File: config.mk
export PLATFORM = sky130hd
export DESIGN_NAME = stall_controller
export DESIGN_NICKNAME = d
export VERILOG_FILES = /design/src/rtl/stall_controller.sv
export SDC_FILE = /design/constraint.sdc
export NUM_CORES = 1
export LEC_CHECK = 0
export CAP_MARGIN = 20
export CORE_UTILIZATION = 29
export DETAILED_ROUTE_END_ITERATION = 8
export DONT_BUFFER_PORTS = 1
export PLACE_DENSITY_LB_ADDON = 0.2
export SLEW_MARGIN = 20
export SYNTH_ARGS = -nofsm -noshare
export SYNTH_HDL_FRONTEND = slang
export SYNTH_SLANG_ARGS = --single-unit
export TNS_END_PERCENT = 10
File: constraint.sdc
create_clock -name clk_i -period 3.1 [get_ports clk_i]
set_clock_uncertainty 0.05 [all_clocks]
set_input_delay 0.31 -clock clk_i [delete_from_list [all_inputs] [get_ports clk_i]]
set_output_delay 0.31 -clock clk_i [all_outputs]
set_load 0.03 [all_outputs]
File: src/rtl/stall_controller.sv
// Pipeline stall/flush sequencer for a 5-stage MIPS pipeline. It merges
// load-use hazards, ID-stage taken branches and multi-cycle data-memory
// accesses into the PC, IF/ID, ID/EX, EX/MEM and MEM/WB register controls.
// Latency: all outputs are combinational from inputs and state (0 cycles).
// Backpressure: an outstanding memory access freezes every pipeline
// register. A watchdog releases the freeze after TIMEOUT cycles.
//
// Parameters: TIMEOUT (2..65535) is the longest MEM_WAIT dwell.
//             CNT_W is the width of the stall performance counter.
// Ports:      clk_i, rst_i (synchronous, active-high)
//             hazard inputs: ID_EX_MEM_Read, ID_EX_RegRt, IF_ID_RegRs, IF_ID_RegRt
//             Branch_Taken, MEM_Req, MEM_Ack
//             outputs: PC_Write, IF_ID_Write, IF_ID_Flush, NOP, ID_EX_Write,
//             EX_MEM_Write, MEM_WB_Write, Mem_Busy, Mem_Err, Stall_Cycles
// Macro:      STALL_CTRL_PERF_EN enables the saturating Stall_Cycles counter.
//             When the macro is undefined, Stall_Cycles is tied to zero.
module stall_controller #(
    parameter int TIMEOUT = 64,
    parameter int CNT_W   = 32
) (
    input  logic             clk_i,
    input  logic             rst_i,
    input  logic             ID_EX_MEM_Read,
    input  logic [4:0]       ID_EX_RegRt,
    input  logic [4:0]       IF_ID_RegRs,
    input  logic [4:0]       IF_ID_RegRt,
    input  logic             Branch_Taken,
    input  logic             MEM_Req,
    input  logic             MEM_Ack,
    output logic             PC_Write,
    output logic             IF_ID_Write,
    output logic             IF_ID_Flush,
    output logic             NOP,
    output logic             ID_EX_Write,
    output logic             EX_MEM_Write,
    output logic             MEM_WB_Write,
    output logic             Mem_Busy,
    output logic             Mem_Err,
    output logic [CNT_W-1:0] Stall_Cycles
);

    typedef enum logic {
        RUN      = 1'b0,
        MEM_WAIT = 1'b1
    } state_t;

    localparam logic [15:0] WAIT_LAST = 16'(TIMEOUT - 1);

    state_t      state_q, state_d;
    logic [15:0] wait_cnt_q, wait_cnt_d;
    logic        mem_err_q, mem_err_d;
    logic        freeze;
    logic        mem_freeze;
    logic        load_use;

    assign mem_freeze = MEM_Req & ~MEM_Ack;

    // Register $zero never carries a real dependency.
    assign load_use = ID_EX_MEM_Read & (ID_EX_RegRt != 5'd0) &
                      ((ID_EX_RegRt == IF_ID_RegRs) | (ID_EX_RegRt == IF_ID_RegRt));

    // Next-state logic. The freeze decision also comes from here because a
    // timeout or an ack releases the pipeline in the same cycle it is seen.
    always_comb begin
        state_d    = state_q;
        wait_cnt_d = wait_cnt_q;
        mem_err_d  = mem_err_q;
        freeze     = 1'b0;
        case (state_q)
            RUN: begin
                if (mem_freeze) begin
                    freeze     = 1'b1;
                    state_d    = MEM_WAIT;
                    wait_cnt_d = 16'd1;
                end
            end
            MEM_WAIT: begin
                if (MEM_Ack || !MEM_Req) begin
                    // A dropped request is treated like an ack.
                    state_d    = RUN;
                    wait_cnt_d = 16'd0;
                end else if (wait_cnt_q == WAIT_LAST) begin
                    state_d    = RUN;
                    wait_cnt_d = 16'd0;
                    mem_err_d  = 1'b1;
                end else begin
                    freeze     = 1'b1;
                    wait_cnt_d = wait_cnt_q + 16'd1;
                end
            end
            default: begin
                state_d    = RUN;
                wait_cnt_d = 16'd0;
            end
        endcase
    end

    // Pipeline register controls. Priority: reset, memory freeze, load-use,
    // taken branch. A load-use stall suppresses the branch flush so the
    // branch is re-evaluated once the stalled instruction advances.
    always_comb begin
        PC_Write     = 1'b1;
        IF_ID_Write  = 1'b1;
        IF_ID_Flush  = 1'b0;
        NOP          = 1'b0;
        ID_EX_Write  = 1'b1;
        EX_MEM_Write = 1'b1;
        MEM_WB_Write = 1'b1;
        if (!rst_i) begin
            if (freeze) begin
                PC_Write     = 1'b0;
                IF_ID_Write  = 1'b0;
                ID_EX_Write  = 1'b0;
                EX_MEM_Write = 1'b0;
                MEM_WB_Write = 1'b0;
            end else if (load_use) begin
                PC_Write    = 1'b0;
                IF_ID_Write = 1'b0;
                NOP         = 1'b1;
            end else if (Branch_Taken) begin
                IF_ID_Flush = 1'b1;
            end
        end
    end

    assign Mem_Busy = (state_q == MEM_WAIT) & ~rst_i;
    assign Mem_Err  = mem_err_q;

    always_ff @(posedge clk_i) begin
        if (rst_i) begin
            state_q    <= RUN;
            wait_cnt_q <= 16'd0;
            mem_err_q  <= 1'b0;
        end else begin
            state_q    <= state_d;
            wait_cnt_q <= wait_cnt_d;
            mem_err_q  <= mem_err_d;
        end
    end

`ifdef STALL_CTRL_PERF_EN
    logic [CNT_W-1:0] stall_cnt_q, stall_cnt_d;

    // Count each cycle the PC is held. The counter saturates instead of wrapping.
    always_comb begin
        stall_cnt_d = stall_cnt_q;
        if (!PC_Write && (stall_cnt_q != {CNT_W{1'b1}})) begin
            stall_cnt_d = stall_cnt_q + {{(CNT_W-1){1'b0}}, 1'b1};
        end
    end

    always_ff @(posedge clk_i) begin
        if (rst_i) begin
            stall_cnt_q <= '0;
        end else begin
            stall_cnt_q <= stall_cnt_d;
        end
    end

    assign Stall_Cycles = stall_cnt_q;
`else
    assign Stall_Cycles = '0;
`endif

endmodule

### Word-level counts from Yosys, hierarchy flattened

Index checks and enable logic that the tools add are counted.

* latch bits: 0
* RAM bits: 0
* word-level logic and storage cells: 41
* register bits: 18
* memories: 0
* bits in read-only memories: 0

* $mul: 0
* reductions and logical operators: 4
* magnitude comparators: 0
* divide/modulo/power cells: 0
* bitwise logic cells: 9
* shift operators: 0
* mux-type cells: 20
* add/subtract/negate cells: 1
* equal/unequal tests: 4

Operators by type and width (number)
* 2-to-1 mux 16 bit: 3
* case mux 16 bit (2 select lines): 1
* adder 16 x 1 -> 16 bit, second input constant: 1
* == test 16 x 6 -> 1 bit, second input constant: 1
* 2-to-1 mux 1 bit: 15
* == test 5 bit: 2
* nonzero test 5 bit: 1
* bitwise AND 1 bit: 4
* inverter 1 bit: 4
* AND reduction 3 bit: 1
* != test 2 bit, second input constant: 1
* case mux 1 bit (2 select lines): 1
* logical NOT 1 bit: 1
* logical OR 1 bit: 1
* OR 1 bit: 1

### Logic depth before layout (Yosys ltp)

Gate-level depths: netlist of run 1.

* word-level depth: 6
* depth in mapped cells: 8
* gate-level depth less buffers: 5

### Worst setup path before layout of run 1

Ideal clock, no wire load.

* path type: reg-to-output
* start point: reg wait_cnt_q[6]
* end point: out IF_ID_Flush
* stages on the path, launching flop included: 5
* arrival: 2903 ps
* data required time: 2740 ps
* slack: -163 ps
* path through: dfxtp_1 > or4_4 > nor4_4 > a21oi_1 > a2111oi_0

* word-level cells in the longest chain between the ends: 6

RTL lines
* from (decl): line 50 `logic [15:0] wait_cnt_q, wait_cnt_d;`
* from (signal assigned): line 136 `wait_cnt_q <= wait_cnt_d;`
* == test 16 x 6 -> 1 bit: line 82 `end else if (wait_cnt_q == WAIT_LAST) begin`
* 2-to-1 mux 1 bit: line 82
* 2-to-1 mux 1 bit: line 78 `if (MEM_Ack || !MEM_Req) begin`
* case mux 1 bit (2 select lines): line 69 `case (state_q)`
* 2-to-1 mux 1 bit: line 110 `if (freeze) begin`
* 2-to-1 mux 1 bit: line 109 `if (!rst_i) begin`
* to (decl): line 32 `output logic IF_ID_Flush,`

No other way between the ends.

### Worst setup path in the final report of run 1

Same ends and word-level chain as after synthesis.

==> results of run 1 <==
-- registers in the layout, summed over array words and instances, names as in the netlist --
| name | cells |
|---|---|
| state_q | 1 |
| Mem_Err | 1 |
| wait_cnt_q | 16 |
-- routing by layer --
metal / part of all wire / wire, um
met1: 0.45 / 1408
met2: 0.45 / 1404
met3: 0.091 / 283
met4: 0.0077 / 24
met5: 0 / 0
-- Yosys cell counts, types with 2 or more instances --
library cell	count
a21oi_1	3
a31oi_1	15
a41oi_1	2
and3_1	3
and4_1	2
buf_4	35
buf_6	2
clkbuf_1	2
dfxtp_1	18
inv_1	7
nand2_1	10
nand3_1	12
nand3b_1	2
nand4_1	5
nor2_1	9
nor3_1	3
o2111ai_1	2
o211ai_1	2
o21ai_0	4
o2bb2ai_1	2
or3_1	4
or4_1	5
or4_4	3
xnor2_1	10
-- final timing paths --
path                   end           from  cells after the start
max reg2reg  wait_cnt_q[9]  wait_cnt_q[0]                      5
max            IF_ID_Flush  wait_cnt_q[6]                      5
min reg2reg  wait_cnt_q[7]  wait_cnt_q[7]                      2
min                Mem_Err          rst_i                      1
-- cells in the final DEF (no fill, tap or decap), types with 4 or more instances in the layout --
master,count
a31oi_1,15
buf_4,5
clkbuf_8,4
conb_1,32
dfxtp_1,18
inv_1,7
nand2_1,10
nand3_1,12
nand4_1,5
nor2_1,9
o21ai_0,4
or3_1,4
or4_1,5
xnor2_1,10
-- cell families (layout without fill, tap and decap cells) --
| logic type | count (synthesis) | count (layout) |
|---|---|---|
| and+or+nand+nor | 70 | 70 |
| buffers and inverters | 50 | 16 |
| AOI/OAI and AO/OA | 35 | 35 |
| adders and majority gates | 1 | 1 |
| other | 1 | 32 |
| DFF | 18 | 18 |
| xor gates and xnor gates | 11 | 11 |
-- power groups by stage --
stage | registers (mW) | clock network (mW) | logic, mW
final | 0.238 | 0.195 | 0.102
after detailed placement | 0.244 | 0 | 0.101
after global placement | 0.244 | 0 | 0.102
after global routing | 0.239 | 0.213 | 0.110
after CTS | 0.238 | 0.202 | 0.102
after floorplan | 0.242 | 0 | 0.132
-- layout make-up --
class,instances,area (sq um)
multi-input combinational,149,903.4
clock buffer,4,55.05
fill,529,3382
tap,67,83.83
timing repair buffer,5,37.54
sequential,18,360.3
inverter,7,26.28
-- per-stage QoR --
step	worst slack (ps)	hold WS, ps	util
final	363.5	63.04	0.3025
after floorplan	229.4	417.2	-
after detailed placement	645.0	338.1	0.2911
after global routing	192.9	49.98	0.3025
after CTS	336.0	57.63	0.3025
after global placement	692.1	336.9	0.2911
-- worst register-to-register path, cell delays in order, from the launching register on --
cell and delay (ps):
dfxtp_1 390, ha_1 370, or3b_2 480, or4_4 560, a41oi_1 220, a31oi_1 60
==> results.py, run 1 <==
metrics = {
    "synthesis": {
        "synthCells": 186,
        "ys_ff_latch": 18,
        "synth_area_sq_um": 1509,
        "ys.flop_type": "dfxtp_1",
        "synth_top_family_by_area": "simple AND/OR/NAND/NOR gates",
        "yosys.area.top_type": "dfxtp_1",
        "synth_xor_area_frac": 0.06385,
        "synth-simple-area-share": 0.2877,
        "synth_warnings": 0,
        "synth_area_leaders": "dfxtp_1 (24%), buf_4 (17%), a31oi_1 (6.2%)",
        "synth.distinct_cells": 48,
        "seq_area_frac_synth": 0.2388,
        "synth_adder_area_share": 0.008292,
        "synth_edf_count": 0,
        "syn_area_per_cell_sq_um": 8.113,
        "async_flop_share": 0,
        "synth_top_area_share": 0.2388,
        "synthMuxAreaShare": 0,
        "synth_compound_area_frac": 0.1584,
    },
    "cells_and_area": {
        "instances_no_fill": 250,
        "layout-drive-gt1-share": 0.09290,
        "antennaDiodeCount": 0,
        "area_growth_pct": -2.819,
        "nNetsFinal": 206,
        "finish.instance_area_sq_um": 1466,
    },
    "timing": {
        "tns_ps": 0,
        "min_period_ps": 2736,
        "setup_viol": 0,
        "rsz0062_at_grt": "false",
        "clock.fmax_mhz": 365.4,
        "drv_slew": 0,
        "maxSlewHeadroom": 0.4672,
        "hold_viol_final": 0,
        "worst_slew_pin_slew_ps": 793.0,
        "finalCritPeriodShare": 0.8827,
    },
    "placed_design": {
        "dp.cells": 246,
        "placed_area_sq_um": 1411,
        "gp_congestion": 0.8207,
        "hpwlAfterDp_um": 2307,
        "io_buffers": 0,
    },
    "cts": {
        "cts_resized": 0,
        "cts_buffer_depth": 2,
        "clockRootBuffer": "clkbuf_8",
        "post_cts_buffers": 0,
        "clock_latency_ps": 260,
        "cts_tree": "done",
        "h-tree-depth": 1,
        "path_clk_slew_ps": 70,
        "cts_buffers": 3,
        "cts_sinks": 18,
        "holdBufCountCts": 0,
    },
    "grt": {
        "grt_start_max_net_pins": 20,
        "grtUsageTotal": 0.1219,
        "grt_use_met3": 0.03659,
        "antenna_found_initial": 0,
        "grt_util_met1": 0.1609,
        "grt-busiest-layer": "met2",
        "grt_overflow_total": 0,
        "grt_pass1_wl_um": 5147,
        "use_met2": 0.1929,
        "grt_pass1_vias": 1082,
    },
    "pwr": {
        "power_frac_clock": 0.364,
        "combPwrFrac": 0.191,
        "sw_frac_of_total": 0.3086,
        "power_mw": 0.5347,
        "power.leakage_nw": 0.5000,
        "internal_power_mw": 0.3697,
        "power.density_nw_per_um2": 364.6,
        "power_switching_mw": 0.1650,
        "seqPwrFrac": 0.446,
        "ir_drop_mv": 0.1405,
    },
    "setup_path": {
        "crit_path_cell_trace": "or4_4 -> nor4_4 -> a21oi_1 -> a2111oi_1 -> buf_4",
        "slowest_stage": "or4_4",
        "critical_path_arrival_ps": 2380,
        "cpLargestDelayFamily": "simple AND/OR/NAND/NOR gates",
        "start_kind": "flop",
        "end_kind": "primary output",
        "r2r_slack_ps": 850,
        "slowest_delay_ps": 570,
        "cp.required_ps": 2740,
        "critPathMaxFanout": 7,
        "critical_path_class": "flop to primary output",
        "path_buf_inv": 1,
    },
    "drt": {
        "ant_nets": 0,
        "routed_wirelength_um": 3120,
        "drt_iter0_drc": 57,
        "viasPerCell": 5.012,
        "vias": 1253,
        "avgRoutedWirePerCell_um": 12.48,
        "drc": 0,
        "dr.pass1.iters": 4,
    },
    "run": {
        "maxCapViolations": 0,
    },
    "worst_hold_path": {
        "hp-class": "primary input to flop",
    },
    "floorplanning": {
        "die-area_sq_um": 5496,
        "start_util": 0.3112,
        "ioPinCount": 62,
        "row_count": 25,
        "die_h_um": 74.14,
        "core_area_sq_um": 4848,
        "die_w_um": 74.14,
    },
    "outcome": {
        "outcome": "finished, final reports clean",
    },
}
(Power assumes the default switching activity.)
==> inputs of run 2 (changes only) <==
Settings changed: CORE_MARGIN set to 10.
==> results.py, run 2 (same netlist as run 1, synthesis figures left out) <==
metrics = {
    "cells_and_area": {
        "nNetsFinal": 206,
        "layout_commonest_cell": "conb_1",
        "layout-drive-gt1-share": 0.09836,
        "final_cell_mix": "conb_1 (32), dfxtp_1 (18), a31oi_1 (15), nand3_1 (12)",
        "utilization": 0.2907,
        "antennaDiodeCount": 0,
        "largest_register_ffs": 16,
        "regMostFlops": "wait_cnt_q",
        "fillerInstances": 585,
        "area_growth_pct": -2.239,
    },
    "cts": {
        "cts_buffers": 3,
        "h-tree-depth": 1,
        "cts_sinks": 18,
        "clockRootBuffer": "clkbuf_8",
        "clock_latency_ps": 260,
        "holdBufCountCts": 0,
        "post_cts_buffers": 0,
        "cts_buffer_depth": 2,
        "cts_tree": "done",
        "cts_resized": 0,
        "path_clk_slew_ps": 80,
    },
    "timing": {
        "finalCritPeriodShare": 0.8828,
        "min_period_ps": 2737,
        "setup_slack_ps": 363.3,
        "hold_viol_final": 0,
        "worst_slew_pin_slew_ps": 889.2,
        "drv_slew": 0,
        "setup_viol": 0,
        "clock.fmax_mhz": 365.4,
        "maxSlewHeadroom": 0.4027,
        "timing.hold.ws_ps": 56.19,
        "rsz0062_at_grt": "false",
        "tns_ps": 0,
    },
    "setup_path": {
        "r2r_slack_ps": 840,
        "cp.required_ps": 2740,
        "end_kind": "primary output",
        "crit_path_cell_trace": "or4_4 -> nor4_4 -> a21oi_1 -> nor4b_1 -> buf_4",
        "start_kind": "flop",
        "slowest_stage": "or4_4",
        "cpLargestDelayFamily": "simple AND/OR/NAND/NOR gates",
        "reg2reg_depth": 5,
        "reg2reg_from": "wait_cnt_q[0]",
        "critical_path_class": "flop to primary output",
        "r2r_end": "wait_cnt_q[9]",
        "path_buf_inv": 1,
        "slowest_delay_ps": 570,
        "critical_path_arrival_ps": 2380,
        "critPathMaxFanout": 7,
    },
    "pwr": {
        "ir_drop_mv": 0.1149,
        "power_mw": 0.5407,
        "power.leakage_nw": 0.5009,
        "power.density_nw_per_um2": 366.5,
    },
    "placed_design": {
        "dp_slack_ps": 624.4,
        "io_buffers": 0,
        "gp_congestion": 0.8208,
        "hpwlAfterDp_um": 2898,
    },
    "worst_hold_path": {
        "hp-class": "primary input to flop",
        "hp-start": "rst_i",
        "hold_path_depth": 1,
        "hold_end": "Mem_Err",
    },
    "run": {
        "maxCapViolations": 0,
    },
    "grt": {
        "grt_pass1_wl_um": 6334,
        "grt_start_max_net_pins": 20,
        "antenna_found_initial": 0,
        "grtUsageTotal": 0.08817,
        "grt_overflow_total": 0,
        "grt_pass1_vias": 1343,
    },
    "floorplanning": {
        "core_area_sq_um": 5075,
        "die_h_um": 92.14,
        "die_w_um": 92.14,
        "die-area_sq_um": 8489,
        "start_util": 0.2973,
        "ioPinCount": 62,
        "row_count": 26,
    },
    "drt": {
        "drt_iter0_drc": 103,
        "avgRoutedWirePerCell_um": 14.70,
        "viasPerCell": 4.917,
        "routed_wirelength_um": 3720,
        "vias": 1244,
        "ant_nets": 0,
        "drc": 0,
        "dr.pass1.iters": 4,
    },
    "outcome": {
        "outcome": "finished, final reports clean",
    },
}
## run 2: cell count changes in the layout (fill, tap and decap cells not counted)
cell	change
a2111oi_1	-1
a2111oi_2	+1
## run 2: worst reg2reg max path: cells and delay by family (launching register included)
kind	cells	cell delay, ps
and+or+nand+nor	2	1050
AOI/OAI and AO/OA	2	280
adders and majority gates	1	360
DFF	1	400
## run 2: report_power, final
part / switching, mW / internal (mW) / leakage [nW] / total (mW)
Clock: 0.0847 / 0.113 / 0.0288 / 0.198
Combinational: 0.0813 / 0.0231 / 0.327 / 0.104
Sequential: 0.00435 / 0.234 / 0.145 / 0.238
## run 2: routing by layer
layer  share of wire  global-route usage  routed length, um
met1            0.44              0.1038               1647
met3            0.11             0.04482                410
met4          0.0030             0.02057                 11
met5               0                   0                  0
met2            0.44              0.1394               1650
## run 2: final cells by class
type | count | area, sq um | area share
Inverter | 7 | 26.28 | 0.01781
Multi-Input combinational cell | 149 | 908.4 | 0.6158
Timing Repair Buffer | 5 | 37.54 | 0.02545
Tap cell | 70 | 87.58 | 0.05937
Sequential cell | 18 | 360.3 | 0.2443
Clock buffer | 4 | 55.05 | 0.03732
## run 2: worst max-delay path by stage
stage | start | slack (ps) | endpoint | cells after the start
finish | wait_cnt_q[6] | 360 | NOP | 5
global route | wait_cnt_q[6] | 90 | NOP | 5
CTS | wait_cnt_q[6] | 320 | NOP | 5
detailed placement | wait_cnt_q[6] | 620 | NOP | 5
global placement | wait_cnt_q[6] | 670 | NOP | 5
floorplan | wait_cnt_q[6] | 230 | IF_ID_Flush | 4
## run 2: metrics by stage
stage          instance area (sq um)  instances
6_report                        1475        253
5_1_grt                         1475        253
4_1_cts                         1475        253
3_5_place_dp                    1420        249
3_3_place_gp                    1420        249
2_1_floorplan                   1627        217
==> inputs of run 3 (changes only) <==
Settings changed: CAP_MARGIN 20 to 25, HOLD_SLACK_MARGIN set to 0.1.
==> results.py, run 3 (same netlist as run 1, synthesis figures left out) <==
metrics = {
    "setup_path": {
        "start_kind": "flop",
        "critical_path_class": "flop to primary output",
        "reg2reg_depth": 5,
        "reg2reg_from": "wait_cnt_q[0]",
        "cp.required_ps": 2740,
        "end_kind": "primary output",
        "worstSetupStartpoint": "wait_cnt_q[6]",
        "r2r_slack_ps": 840,
        "critPathMaxFanout": 7,
        "r2r_end": "wait_cnt_q[9]",
        "critical_path_arrival_ps": 2380,
        "endpoint": "NOP",
    },
    "drt": {
        "vias": 1264,
        "drt_iter0_drc": 102,
        "ant_nets": 0,
        "dr.pass1.iters": 4,
        "avgRoutedWirePerCell_um": 14.91,
        "viasPerCell": 4.976,
        "drc": 0,
        "routed_wirelength_um": 3786,
    },
    "floorplanning": {
        "start_util": 0.2973,
        "die-area_sq_um": 8489,
        "row_count": 26,
        "die_h_um": 92.14,
        "core_area_sq_um": 5075,
        "ioPinCount": 62,
        "die_w_um": 92.14,
    },
    "grt": {
        "grt_pass1_wl_um": 6423,
        "grtUsageTotal": 0.08967,
        "grt_overflow_total": 0,
        "antenna_found_initial": 0,
        "grt_pass1_vias": 1351,
        "grt_start_max_net_pins": 20,
    },
    "placed_design": {
        "gp_congestion": 0.8208,
        "io_buffers": 0,
        "dp_slack_ps": 624.4,
        "placed_area_sq_um": 1420,
        "hpwlAfterDp_um": 2898,
    },
    "cells_and_area": {
        "fillerInstances": 584,
        "regMostFlops": "wait_cnt_q",
        "largest_register_ffs": 16,
        "layout-drive-gt1-share": 0.09783,
        "layout_commonest_cell": "conb_1",
        "final_cell_mix": "conb_1 (32), dfxtp_1 (18), a31oi_1 (15), nand3_1 (12)",
        "finish.instance_area_sq_um": 1485,
        "nNetsFinal": 207,
        "area_growth_pct": -1.576,
        "antennaDiodeCount": 0,
    },
    "cts": {
        "h-tree-depth": 1,
        "path_clk_slew_ps": 70,
        "clockRootBuffer": "clkbuf_8",
        "clock_latency_ps": 270,
        "cts_sinks": 18,
        "cts_buffers": 3,
        "cts_buffer_depth": 2,
        "cts_tree": "done",
        "cts_resized": 0,
    },
    "timing": {
        "finalCritPeriodShare": 0.8849,
        "tns_ps": 0,
        "setup_viol": 0,
        "drv_slew": 0,
        "rsz0062_at_grt": "false",
        "hold_viol_final": 0,
        "maxSlewHeadroom": 0.4043,
        "setup_slack_ps": 356.7,
        "min_period_ps": 2743,
        "clock.fmax_mhz": 364.5,
        "worst_slew_pin_slew_ps": 886.8,
    },
    "pwr": {
        "ir_drop_mv": 0.1170,
        "power.density_nw_per_um2": 368.8,
        "power_mw": 0.5478,
        "power.leakage_nw": 0.5051,
    },
    "run": {
        "maxCapViolations": 0,
    },
    "worst_hold_path": {
        "hp-class": "primary input to flop",
    },
    "outcome": {
        "outcome": "finished, final reports clean",
    },
}
run 3: how the worst min path moves through the flow:
stage	endpoint	slack, ps	depth (start not counted)	startpoint
finish	wait_cnt_q[6]	190	2	rst_i
global route	wait_cnt_q[5]	200	2	rst_i
CTS	wait_cnt_q[6]	190	2	rst_i
detailed placement	Mem_Err	340	1	rst_i
global placement	wait_cnt_q[1]	340	1	rst_i
floorplan	wait_cnt_q[13]	420	1	wait_cnt_q[13]
run 3: cell type report:
cell class	instances	area (sq um)	share of cell area
Multi-Input combinational cell	149	908.4	0.6116
Sequential cell	18	360.3	0.2426
Tap cell	70	87.58	0.05897
Clock buffer	4	55.05	0.03707
Timing Repair Buffer	6	47.55	0.03201
Inverter	7	26.28	0.01769
run 3: report_power, final:
part,internal (mW),switching (mW)
registers,0.234,0.00441
clock network,0.113,0.0895
logic,0.0240,0.0825
total,0.371,0.176
run 3: what timing repair did:
item                                   4_1_cts  5_1_grt
endpoints found under the hold margin        6        0
buffers inserted                             0        0
hold buffers                                 1        0
run 3: metrics by stage:
stage                     cells    util  hold WS, ps
after CTS                   254  0.2927        189.5
after detailed placement    249  0.2798        338.2
after floorplan             217       -        417.2
after global routing        254  0.2927        198.1
final                       254  0.2927        189.1
after global placement      249  0.2798        336.8
run 3: critical path, stage by stage, from the launching register on:
cell and delay (ps):
dfxtp_1 370, or4_4 570, nor4_4 470, a21oi_1 170, nor4b_1 310, buf_4 220
run 3: routing by layer:
layer,GRT usage,wire [um],vias to the layer above
met4,0.02185,35,0
met2,0.1424,1610,64
li1,-,-,616
met5,0,0,-
met1,0.1052,1772,579
met3,0.04482,367,5
